===== src/rtl/pc_fetch_unit_pkg.sv =====
// Shared fetch-stage types: FSM state encoding, IF/ID payload and the bubble word.
// The decode stage imports this package as well.
package pc_fetch_unit_pkg;

  localparam int          PC_W      = 9;
  localparam logic [31:0] NOP_INSTR = 32'h0000_0013;

  typedef enum logic [1:0] {
    RUN    = 2'd0,
    DRAIN  = 2'd1,
    HALTED = 2'd2
  } fetch_state_t;

  typedef struct packed {
    logic [PC_W-1:0] pc;
    logic [31:0]     instr;
    logic            valid;
  } ifid_t;

  // A redirect target is bad if it is not word aligned or does not fit in PC_W bits.
  function automatic logic bad_target(input logic [31:0] target);
    return (target[1:0] != 2'b00) || (|target[31:PC_W]);
  endfunction

endpackage


===== src/rtl/pc_fetch_unit_if.sv =====
// Fetch-stage bus: branch redirect, hazard/halt controls, instruction ROM and IF/ID outputs.
// The fetch unit is the slave; the surrounding core (or a bench) is the master.
interface pc_fetch_unit_if;
  import pc_fetch_unit_pkg::*;

  logic            stall;
  logic            PcSel;
  logic [31:0]     BrPC;
  logic            halt_req;
  logic [PC_W-1:0] inst_addr;
  logic [31:0]     inst_data;
  logic [PC_W-1:0] ifid_pc;
  logic [31:0]     ifid_instr;
  logic            ifid_valid;
  logic            halted;
  logic            addr_err;

  modport master (
    output stall, PcSel, BrPC, halt_req, inst_data,
    input  inst_addr, ifid_pc, ifid_instr, ifid_valid, halted, addr_err
  );

  modport slave (
    input  stall, PcSel, BrPC, halt_req, inst_data,
    output inst_addr, ifid_pc, ifid_instr, ifid_valid, halted, addr_err
  );

endinterface


===== src/rtl/pc_fetch_unit_ifid_reg.sv =====
// IF/ID pipeline register: flush (or reset) writes a bubble, load captures the fetched
// word, otherwise the contents hold.
module pc_fetch_unit_ifid_reg
  import pc_fetch_unit_pkg::*;
(
  input  logic            clk,
  input  logic            reset,
  input  logic            load,
  input  logic            flush,
  input  logic [PC_W-1:0] pc_d,
  input  logic [31:0]     instr_d,
  output ifid_t           q
);

  always_ff @(posedge clk) begin
    if (reset || flush) begin
      q <= '{pc: '0, instr: NOP_INSTR, valid: 1'b0};
    end else if (load) begin
      q <= '{pc: pc_d, instr: instr_d, valid: 1'b1};
    end
  end

endmodule


===== src/rtl/pc_fetch_unit.sv =====
// Instruction fetch: PC register, next-PC selection, halt-drain FSM and sticky
// redirect-address error; the fetched word is registered into IF/ID.
//
//   state  | meaning
//   RUN    | fetching; redirect > stall > halt > sequential advance
//   DRAIN  | PC frozen, bubbles issued while older instructions retire
//   HALTED | core stopped until reset
module pc_fetch_unit
  import pc_fetch_unit_pkg::*;
#(
  parameter logic [PC_W-1:0] RESET_PC  = '0,
  parameter int              DRAIN_CYC = 3
) (
  input  logic            clk,
  input  logic            reset,
  pc_fetch_unit_if.slave  bus
);

  localparam int              CNT_W    = (DRAIN_CYC > 1) ? $clog2(DRAIN_CYC) : 1;
  localparam logic [CNT_W-1:0] CNT_LAST = CNT_W'(DRAIN_CYC - 1);

  fetch_state_t     state;
  logic [PC_W-1:0]  pc;
  logic [CNT_W-1:0] drain_cnt;
  logic             halted_q;
  logic             addr_err_q;
  logic             ifid_load;
  logic             ifid_flush;
  ifid_t            ifid_q;

  always_ff @(posedge clk) begin
    if (reset) begin
      state      <= RUN;
      pc         <= RESET_PC;
      drain_cnt  <= '0;
      halted_q   <= 1'b0;
      addr_err_q <= 1'b0;
    end else begin
      case (state)
        RUN: begin
          if (bus.PcSel) begin
            // A pending halt here sits on the wrong path and is dropped.
            pc <= {bus.BrPC[PC_W-1:2], 2'b00};
            if (bad_target(bus.BrPC)) addr_err_q <= 1'b1;
          end else if (!bus.stall) begin
            if (bus.halt_req) begin
              state     <= DRAIN;
              drain_cnt <= '0;
            end else begin
              pc <= pc + PC_W'(4);
            end
          end
        end
        DRAIN: begin
          if (drain_cnt == CNT_LAST) begin
            state    <= HALTED;
            halted_q <= 1'b1;
          end else begin
            drain_cnt <= drain_cnt + CNT_W'(1);
          end
        end
        HALTED: halted_q <= 1'b1;
        default: state <= RUN;
      endcase
    end
  end

  always_comb begin
    ifid_load  = 1'b0;
    ifid_flush = 1'b0;
    if (state == RUN) begin
      if (bus.PcSel) begin
        ifid_flush = 1'b1;
      end else if (!bus.stall) begin
        ifid_flush = bus.halt_req;
        ifid_load  = !bus.halt_req;
      end
    end else begin
      ifid_flush = 1'b1;
    end
  end

  pc_fetch_unit_ifid_reg u_ifid (
    .clk     (clk),
    .reset   (reset),
    .load    (ifid_load),
    .flush   (ifid_flush),
    .pc_d    (pc),
    .instr_d (bus.inst_data),
    .q       (ifid_q)
  );

  assign bus.inst_addr  = pc;
  assign bus.ifid_pc    = ifid_q.pc;
  assign bus.ifid_instr = ifid_q.instr;
  assign bus.ifid_valid = ifid_q.valid;
  assign bus.halted     = halted_q;
  assign bus.addr_err   = addr_err_q;

endmodule

===== src/flat_wrapper.sv =====
// flat-port wrapper written by rule: the top's interface ports become plain ports
module pc_fetch_unit_flat import pc_fetch_unit_pkg::*;
#(
  parameter logic [PC_W-1:0] RESET_PC  = '0,
  parameter int              DRAIN_CYC = 3
)
  (clk, reset, bus_stall, bus_PcSel, bus_BrPC, bus_halt_req, bus_inst_data, bus_inst_addr, bus_ifid_pc, bus_ifid_instr, bus_ifid_valid, bus_halted, bus_addr_err);
  pc_fetch_unit_if bus_i ();
  input  logic clk;
  input  logic reset;
  input wire logic [$bits(bus_i.stall)-1:0] bus_stall;
  input wire logic [$bits(bus_i.PcSel)-1:0] bus_PcSel;
  input wire logic [$bits(bus_i.BrPC)-1:0] bus_BrPC;
  input wire logic [$bits(bus_i.halt_req)-1:0] bus_halt_req;
  input wire logic [$bits(bus_i.inst_data)-1:0] bus_inst_data;
  output wire logic [$bits(bus_i.inst_addr)-1:0] bus_inst_addr;
  output wire logic [$bits(bus_i.ifid_pc)-1:0] bus_ifid_pc;
  output wire logic [$bits(bus_i.ifid_instr)-1:0] bus_ifid_instr;
  output wire logic [$bits(bus_i.ifid_valid)-1:0] bus_ifid_valid;
  output wire logic [$bits(bus_i.halted)-1:0] bus_halted;
  output wire logic [$bits(bus_i.addr_err)-1:0] bus_addr_err;
  assign bus_i.stall = bus_stall;
  assign bus_i.PcSel = bus_PcSel;
  assign bus_i.BrPC = bus_BrPC;
  assign bus_i.halt_req = bus_halt_req;
  assign bus_i.inst_data = bus_inst_data;
  assign bus_inst_addr = bus_i.inst_addr;
  assign bus_ifid_pc = bus_i.ifid_pc;
  assign bus_ifid_instr = bus_i.ifid_instr;
  assign bus_ifid_valid = bus_i.ifid_valid;
  assign bus_halted = bus_i.halted;
  assign bus_addr_err = bus_i.addr_err;
  pc_fetch_unit #(.RESET_PC(RESET_PC), .DRAIN_CYC(DRAIN_CYC)) u_core (.clk(clk), .reset(reset), .bus(bus_i));
endmodule

===== config.mk =====
export PLATFORM = sky130hd
export DESIGN_NAME = pc_fetch_unit_flat
export DESIGN_NICKNAME = d
export VERILOG_FILES = /design/src/rtl/pc_fetch_unit_pkg.sv /design/src/rtl/pc_fetch_unit_if.sv /design/src/rtl/pc_fetch_unit_ifid_reg.sv /design/src/rtl/pc_fetch_unit.sv /design/src/flat_wrapper.sv
export SDC_FILE = /design/constraint.sdc
export NUM_CORES = 1
export LEC_CHECK = 0
export BUFFER_PORTS_ARGS = -buffer_cell sky130_fd_sc_hd__buf_2
export CORE_MARGIN = 5
export CORE_UTILIZATION = 48
export DETAILED_ROUTE_END_ITERATION = 6
export GPL_ROUTABILITY_DRIVEN = 0
export PLACE_DENSITY_LB_ADDON = 0.1
export SLEW_MARGIN = 20
export SYNTH_ARGS = -nofsm -noshare
export SYNTH_HDL_FRONTEND = slang
export SYNTH_SLANG_ARGS = --single-unit

===== constraint.sdc =====
create_clock -name clk -period 4.8 [get_ports clk]
set_input_delay 0.96 -clock clk [delete_from_list [all_inputs] [get_ports clk]]
set_output_delay 0.96 -clock clk [all_outputs]
set_load 0.02 [all_outputs]

After elaboration in Yosys (flattened, before gate mapping)
Cells that the tools add are included.
- bits in registers: 57
- output and inout bits: 53
- word-level logic and storage cells: 55
- $add $sub $neg: 2
- equality and inequality tests: 10
- muxes and demuxes: 21
- bitwise logic cells: 1
- reduce and logical (&&, ||, !) cells: 13
- operator list (cell ; number):
    two-way mux 9 bit ; 3
    OR reduction 23 bit ; 1
    two-way mux 2 bit ; 8
    != test 2 bit (second input constant) ; 5
    AND reduction 5 bit ; 2
    adder 9 x 3 -> 9 bit (second input constant) ; 1
    two-way mux 1 bit ; 7
    case mux 2 bit (3 select lines) ; 1
    AND reduction 3 bit ; 2
    nonzero test 2 bit ; 3
    == test 2 bit (second input constant) ; 2
    != test 2 x 1 -> 1 bit (second input constant) ; 2
    case mux 2 bit (2 select lines) ; 1
    adder 2 x 1 -> 2 bit (second input constant) ; 1
    == test 2 x 1 -> 1 bit (second input constant) ; 1
    logical NOT 2 bit ; 1
    logical OR 1 bit ; 2
    case mux 1 bit (2 select lines) ; 1
    AND reduction 2 bit ; 1
    logical NOT 1 bit ; 1
    NOT 1 bit ; 1

Longest topological paths before layout
Gate-level depths: netlist (run 1).
- depth after elaboration: 4
- gate-level depth with buffers: 6
- gate-level depth less buffers: 5

By module
Synthesis (run 1) repeated with hierarchy kept, for this count alone.
- cell total of the unflattened synthesis: 236
- area total of the unflattened synthesis: 2314.7 sq um
- by module, submodules not included (module ; times used ; cells an instance ; area each (sq um)):
    pc_fetch_unit_ifid_reg ; 1 ; 137 ; 1505.2
    pc_fetch_unit ; 1 ; 99 ; 809.5

Least setup slack after synthesis (run 1)
No wires, ideal clock.
- kind: input-to-reg
- start point: input port bus_PcSel
- end point: register u_core.drain_cnt[0]
- data arrival time: 2.022 ns
- setup slack: 2.706 ns
- cell stages on the path: 3
- path buffers: 0
- cells stage by stage: or4b_2 -> a21oi_1 -> mux2i_1
- word-level cells in the longest chain between the ends: 2
- ends and longest elaborated chain (what ; RTL line ; text):
    from (decl) ; flat_wrapper.sv:12 ; input wire logic [$bits(bus_i.PcSel)-1:0] bus_PcSel;
    != test 2 bit (no source line) ; n/a ;
    AND reduction 5 bit (no source line) ; n/a ;
    to (signal assigned) ; pc_fetch_unit.sv:59 ; drain_cnt <= drain_cnt + CNT_W'(1);
    to (decl) ; pc_fetch_unit.sv:24 ; logic [CNT_W-1:0] drain_cnt;
Every way passes these cells.
A chain may end at the register's enable or synchronous reset.

Worst setup path in the final report (run 1)
- start point: input port bus_PcSel
- end point: register u_core.u_ifid.q[4] (netlist name)
- word-level cells in the longest chain between the ends: 3
- ends and longest elaborated chain (what ; RTL line ; text):
    two-way mux 1 bit ; pc_fetch_unit.sv:72 ; if (bus.PcSel) begin
    two-way mux 1 bit ; pc_fetch_unit.sv:71 ; if (state == RUN) begin
    logical OR 1 bit ; pc_fetch_unit_ifid_reg.sv:16 ; if (reset || flush) begin
    to (signal assigned) ; pc_fetch_unit_ifid_reg.sv:17 ; q <= '{pc: '0, instr: NOP_INSTR, valid: 1'b0};
    to (signal assigned) ; pc_fetch_unit_ifid_reg.sv:19 ; q <= '{pc: pc_d, instr: instr_d, valid: 1'b1};
    to (decl) ; pc_fetch_unit_ifid_reg.sv:12 ; output ifid_t q
Several ways; a longest one is shown, not always the timed one.

==> results of run 1 <==
## final cells by class
class | count | area, sq um | share of cell area (%)
clock inverters | 1 | 30.0 | 0.998
well taps | 67 | 83.8 | 2.79
repair buffers | 119 | 601 | 20.0
multi-input cells | 201 | 1130 | 37.7
inverters | 3 | 11.3 | 0.374
clock buffers | 7 | 86.3 | 2.87
flip-flops and latches | 53 | 1060 | 35.3
## worst min-delay path by stage
stage,cells past startpoint,startpoint,slack (ns),end
after global placement,1,u_core.bus.halted$_SDFFE_PP0P_,0.44,u_core.bus.halted$_SDFFE_PP0P_
after global routing,2,u_core.drain_cnt[1]$_SDFFE_PP0P_,0.50,u_core.drain_cnt[1]$_SDFFE_PP0P_
after CTS,2,u_core.drain_cnt[0]$_SDFFE_PP0P_,0.46,u_core.drain_cnt[0]$_SDFFE_PP0P_
final,1,u_core.bus.halted$_SDFFE_PP0P_,0.46,u_core.bus.halted$_SDFFE_PP0P_
after detailed placement,1,u_core.bus.halted$_SDFFE_PP0P_,0.45,u_core.bus.halted$_SDFFE_PP0P_
after floorplan,2,u_core.drain_cnt[0]$_SDFFE_PP0P_,0.43,u_core.drain_cnt[0]$_SDFFE_PP0P_
## worst reg2reg max path, stage by stage (launching register included)
cell     delay [ns]
dfxtp_1        0.41
or3_4          0.57
or3_2          0.83
a21oi_1        0.23
## sequential cells by signal, summed over array words and instances, names as in the netlist
name                  flops
u_core.u_ifid.q          40
u_core.drain_cnt          2
u_core.bus.halted         1
u_core.state              2
u_core.bus.inst_addr      7
u_core.bus.addr_err       1
## layer usage
metal | global-route usage [%] | up-vias | wire [um]
met5 | 0 | - | 0
met4 | 5.74 | 0 | 68
met3 | 4.06 | 7 | 523
met2 | 34.2 | 98 | 3040
met1 | 24.6 | 1115 | 2700
li1 | - | 1231 | -
## kinds of logic after synthesis
group / synth area share, %
other: 0.160
multiplexers: 1.70
flip-flops: 45.2
AO/OA/AOI/OAI: 24.8
adder cells (fa/ha/maj): 1.06
buffers and inverters: 7.40
AND/OR/NAND/NOR: 19.7
## synthesized netlist by cell type (all sizes together) (2+ instances only)
master  number  area, sq um
a211oi       2         15.0
a21oi       40          200
a22oi        2         15.0
a31oi        3         18.8
and2         2         12.5
and3         2         12.5
buf         11         95.1
clkbuf      18         67.6
dfxtp       53         1060
ha           2         25.0
inv          3         11.3
mux2i        4         40.0
nand2        8         30.0
nand2b       2         12.5
nand3       46          230
nor2        10         37.5
nor3         2         10.0
nor4         6         37.5
o21ai       42          210
o311ai       3         26.3
o31a         2         17.5
or2          2         12.5
or3          2         17.5
## power by group through the flow
| stage | combinational (mW) | clock, mW | sequential (mW) |
|---|---|---|---|
| 3_5_place_dp | 0.120 | 0 | 0.471 |
| 2_1_floorplan | 0.0675 | 0 | 0.478 |
| 5_1_grt | 0.133 | 0.334 | 0.463 |
| 6_report | 0.120 | 0.306 | 0.461 |
| 3_3_place_gp | 0.119 | 0 | 0.471 |
| 4_1_cts | 0.120 | 0.316 | 0.460 |
## stage by stage
step	hold slack (ns)	cell area, sq um	instances	util [%]	worst slack (ns)
floorplan	0.435	2360	286	-	2.71
global placement	0.444	2890	443	61.2	1.80
detailed placement	0.450	2890	443	61.2	1.91
CTS	0.465	3010	451	63.7	2.23
global route	0.496	3010	451	63.7	2.13
finish	0.464	3010	451	63.7	2.23
==> flow_metrics.tcl, run 1 <==
set metrics [dict create \
    status "finished clean" \
    final.fill_count 427 \
    drv_slew 0 \
    cts_buffers 5 \
    finClkSkew_ns 0.00236 \
    clkTransAtPathRegs_ns 0.09 \
    ioPinCount 122 \
    post-route-min-period_ns 2.57 \
    cp_data_required_time_ns 5.03 \
    mostFrequentLayoutCells "buf_2, dfxtp_1, nand3_1" \
    syn_area_per_cell_sq_um 8.30 \
    dieWidth_um 80.0 \
    slew_headroom_pct 55.1 \
    critical_path_arrival_ns 2.80 \
    finalSetupViolCount 0 \
    drv_cap 0 \
    post-route-period-util_pct 53.5 \
    worstSetupPathType "primary input to flip-flop" \
    core_area_sq_um 4720 \
    vias 2451 \
    dieArea_sq_um 6390 \
    num_rows 25 \
    power_density_nw_per_um2 295 \
    grt_pass1_wl_um 10200 \
    antennaDiodeCount 0 \
    grt_usage_pct 19.7 \
    hold_class "flip-flop to flip-flop" \
    cts_hold_buffers 0 \
    total_power_mw 0.886 \
    wl_um 6330 \
    max_slew.worst_pin.slew_ns 0.674 \
    final_common_cell "buf_2" \
    p_int_mw 0.664 \
    ys_seq_area_share_pct 45.2 \
    combPwrFrac_pct 13.5 \
    grt_pass1_vias 2322 \
    nNetsFinal 454 \
    h-tree-depth 2 \
    swShare_pct 25.0 \
    synth_area_sq_um 2350 \
    ys_ff_latch 53 \
    cts_sinks 53 \
    cts-root-buf "clkbuf_8" \
    dr.pass1.iters 4 \
    cts_tree "yes" \
    antenna_found_initial 0 \
    hold_viol 0 \
    ys_warn_count 0 \
    timing.setup.tns_ns 0 \
    post-dp-hpwl_um 4440 \
    cts_setup_buffers 0 \
    drive_gt1_share_pct 34.9 \
    ir_drop_uv 135 \
    start_kind "primary input" \
    ys.flop_type "dfxtp_1" \
    crit_path_cell_trace "buf_2 > or3_4 > or3_2 > a21oi_1" \
    antenna_left 0 \
    start_util_pct 49.7 \
    async_flop_share_pct 0 \
    ff2ff_setup_slack_ns 2.68 \
    rsz0062_at_grt "no" \
    r2r-end "u_core.u_ifid.q[4]$_SDFFE_PP0P_" \
    dieHeight_um 80.0 \
    drt_iter0_drc 138 \
    p_clk_share_pct 34.5 \
    synth-edff-count 0 \
    yosysUniqueCellTypes 43 \
    crit_buf_inv 1 \
    vias_per_cell 5.43 \
    pwr-share-seq_pct 52.0 \
    synth_cells 283 \
    worst-path-stages 4 \
    slowest_delay_ns 0.83 \
    cts_resized 0 \
    power.leakage_nw 1.28 \
    startpoint "bus_PcSel" \
    path_max_fanout 41 \
    r2r_cells 3 \
    overflow 0 \
    grt_max_degree 42 \
    routedWlPerCell_um 14.0 \
    crit_end "u_core.u_ifid.q[4]$_SDFFE_PP0P_" \
    power.switching_mw 0.222 \
    cpMaxStageDelayCell "or3_2" \
    drc 0 \
    area_growth_pct 28.0 \
    cp-end-kind "flip-flop" \
    clock_path_buffers 2 \
    clkLatencyLatePin_ns 0.30 \
    cp_top_family "simple AND/OR/NAND/NOR gates" \
    r2r_start "u_core.state[0]$_SDFFE_PP0P_" \
    max_freq_mhz 389 \
    portBuffers 117 \
]
No activity file was read; power rests on OpenSTA's default activity.
==> run 2: changes to the inputs <==
--- a/config.mk
+++ b/config.mk
@@ -7,7 +7,7 @@
 export LEC_CHECK = 0
 export BUFFER_PORTS_ARGS = -buffer_cell sky130_fd_sc_hd__buf_2
 export CORE_MARGIN = 5
-export CORE_UTILIZATION = 48
+export CORE_UTILIZATION = 41
 export DETAILED_ROUTE_END_ITERATION = 6
 export GPL_ROUTABILITY_DRIVEN = 0
 export PLACE_DENSITY_LB_ADDON = 0.1
==> constraint.sdc (replaced) <==
create_clock -name clk -period 2.3 [get_ports clk]
set_input_delay 0.46 -clock clk [delete_from_list [all_inputs] [get_ports clk]]
set_output_delay 0.46 -clock clk [all_outputs]
set_load 0.02 [all_outputs]
==> flow_metrics.tcl, run 2 (synthesis gave the netlist of run 1 again) <==
set metrics [dict create \
    num_rows 27 \
    drv_slew 0 \
    drt_iter0_drc 204 \
    p_int_mw 1.39 \
    antenna_found_initial 0 \
    cts_tree "yes" \
    area_growth_pct 30.2 \
    core_area_sq_um 5540 \
    ioPinCount 122 \
    mostFrequentLayoutCells "buf_2, dfxtp_1, nand3_1" \
    grt_usage_pct 17.7 \
    path_max_fanout 30 \
    portBuffers 117 \
    drv_cap 0 \
    grt_pass1_wl_um 10600 \
    p_clk_share_pct 34.9 \
    cts_setup_buffers 0 \
    power_density_nw_per_um2 615 \
    hold_ws_ns 0.385 \
    clkTransAtPathRegs_ns 0.09 \
    hold_viol 0 \
    antenna_left 0 \
    combPwrFrac_pct 14.0 \
    nNetsFinal 458 \
    stdcell_count 460 \
    cts_sinks 53 \
    cts_hold_buffers 0 \
    antennaDiodeCount 0 \
    pwr-share-seq_pct 51.2 \
    dieWidth_um 85.7 \
    vias 2457 \
    h-tree-depth 2 \
    wl_um 6720 \
    clkLatencyLatePin_ns 0.30 \
    design_area_sq_um 3060 \
    power.switching_mw 0.487 \
    dp_cells 452 \
    power.leakage_nw 1.30 \
    overflow 0 \
    status "finished clean" \
    cts-root-buf "clkbuf_8" \
    start_util_pct 42.4 \
    grt_pass1_vias 2216 \
    swShare_pct 25.9 \
    drive_gt1_share_pct 35.6 \
    total_power_mw 1.88 \
    ir_drop_uv 357 \
    critical_path_arrival_ns 2.01 \
    routedWlPerCell_um 14.6 \
    cp_data_required_time_ns 2.53 \
    hold_class "primary input to flip-flop" \
    post-dp-hpwl_um 4630 \
    largest_register "u_core.u_ifid.q" \
    placed_area_sq_um 2940 \
    final_common_cell "buf_2" \
    clock_path_buffers 2 \
    dieArea_sq_um 7350 \
    largest_reg_flops 40 \
    post-route-period-util_pct 77.2 \
    cts_resized 0 \
    rsz0062_at_grt "no" \
    finClkSkew_ns 0.00539 \
    cp-end-kind "flip-flop" \
    finalSetupViolCount 0 \
    start_kind "flip-flop" \
    grt_max_degree 41 \
    dr.pass1.iters 4 \
    dieHeight_um 85.7 \
    timing.setup.tns_ns 0 \
    drc 0 \
    cts_buffers 5 \
    post-route-min-period_ns 1.78 \
    max_freq_mhz 563 \
    vias_per_cell 5.34 \
    worstSetupPathType "flip-flop to flip-flop" \
]
==> run 2: cell count changes in the layout (fill, tap and decap cells not counted), sizes merged <==
| cell | delta |
|---|---|
| clkbuf | -1 |
| clkinvlp | +1 |
| buf | +4 |
==> run 2: layer usage <==
metal | GRT usage (%) | wire length, um | up-vias
li1 | - | - | 1232
met1 | 23.7 | 2950 | 1117
met2 | 28.0 | 3050 | 98
met3 | 4.80 | 623 | 10
met4 | 5.18 | 96 | 0
met5 | 0 | 0 | -
==> run 2: metrics by stage <==
stage / worst slack (ns) / utilization [%]
6_report: 0.524 / 55.2
4_1_cts: 0.510 / 55.2
3_3_place_gp: 0.483 / 53.0
5_1_grt: 0.431 / 55.2
2_1_floorplan: 0.706 / -
3_5_place_dp: 0.416 / 53.0
==> run 2: critical path: stages (launching register included) <==
cell,delay (ns)
dfxtp_1,0.41
or3_4,0.40
or3_1,0.51
buf_12,0.23
a21oi_1,0.15
==> run 2: path summary, 6_finish.rpt <==
kind / from / endpoint / slack, ns / cells past startpoint
setup / recovery: u_core.state[0]$_SDFFE_PP0P_ / u_core.u_ifid.q[19]$_SDFFE_PP0P_ / 0.52 / 4
hold / removal: bus_inst_data[1] / u_core.u_ifid.q[2]$_SDFFE_PP1P_ / 0.39 / 3
setup reg to reg: u_core.state[0]$_SDFFE_PP0P_ / u_core.u_ifid.q[19]$_SDFFE_PP0P_ / 0.52 / 4
hold reg to reg: u_core.bus.halted$_SDFFE_PP0P_ / u_core.bus.halted$_SDFFE_PP0P_ / 0.47 / 1
==> run 2: area by class of cell <==
class | count | area [sq um]
clock buffers | 6 | 82.6
clock inverters | 2 | 37.5
fillers | 550 | 2480
inverters | 3 | 11.3
multi-input cells | 201 | 1130
flip-flops and latches | 53 | 1060
well taps | 72 | 90.1
repair buffers | 123 | 643
==> run 2: power by group through the flow <==
stage,registers (mW),clock network [mW],logic [mW]
6_report,0.962,0.656,0.262
5_1_grt,0.966,0.713,0.291
4_1_cts,0.962,0.677,0.265
3_5_place_dp,0.983,0,0.264
3_3_place_gp,0.982,0,0.262
2_1_floorplan,0.997,0,0.141
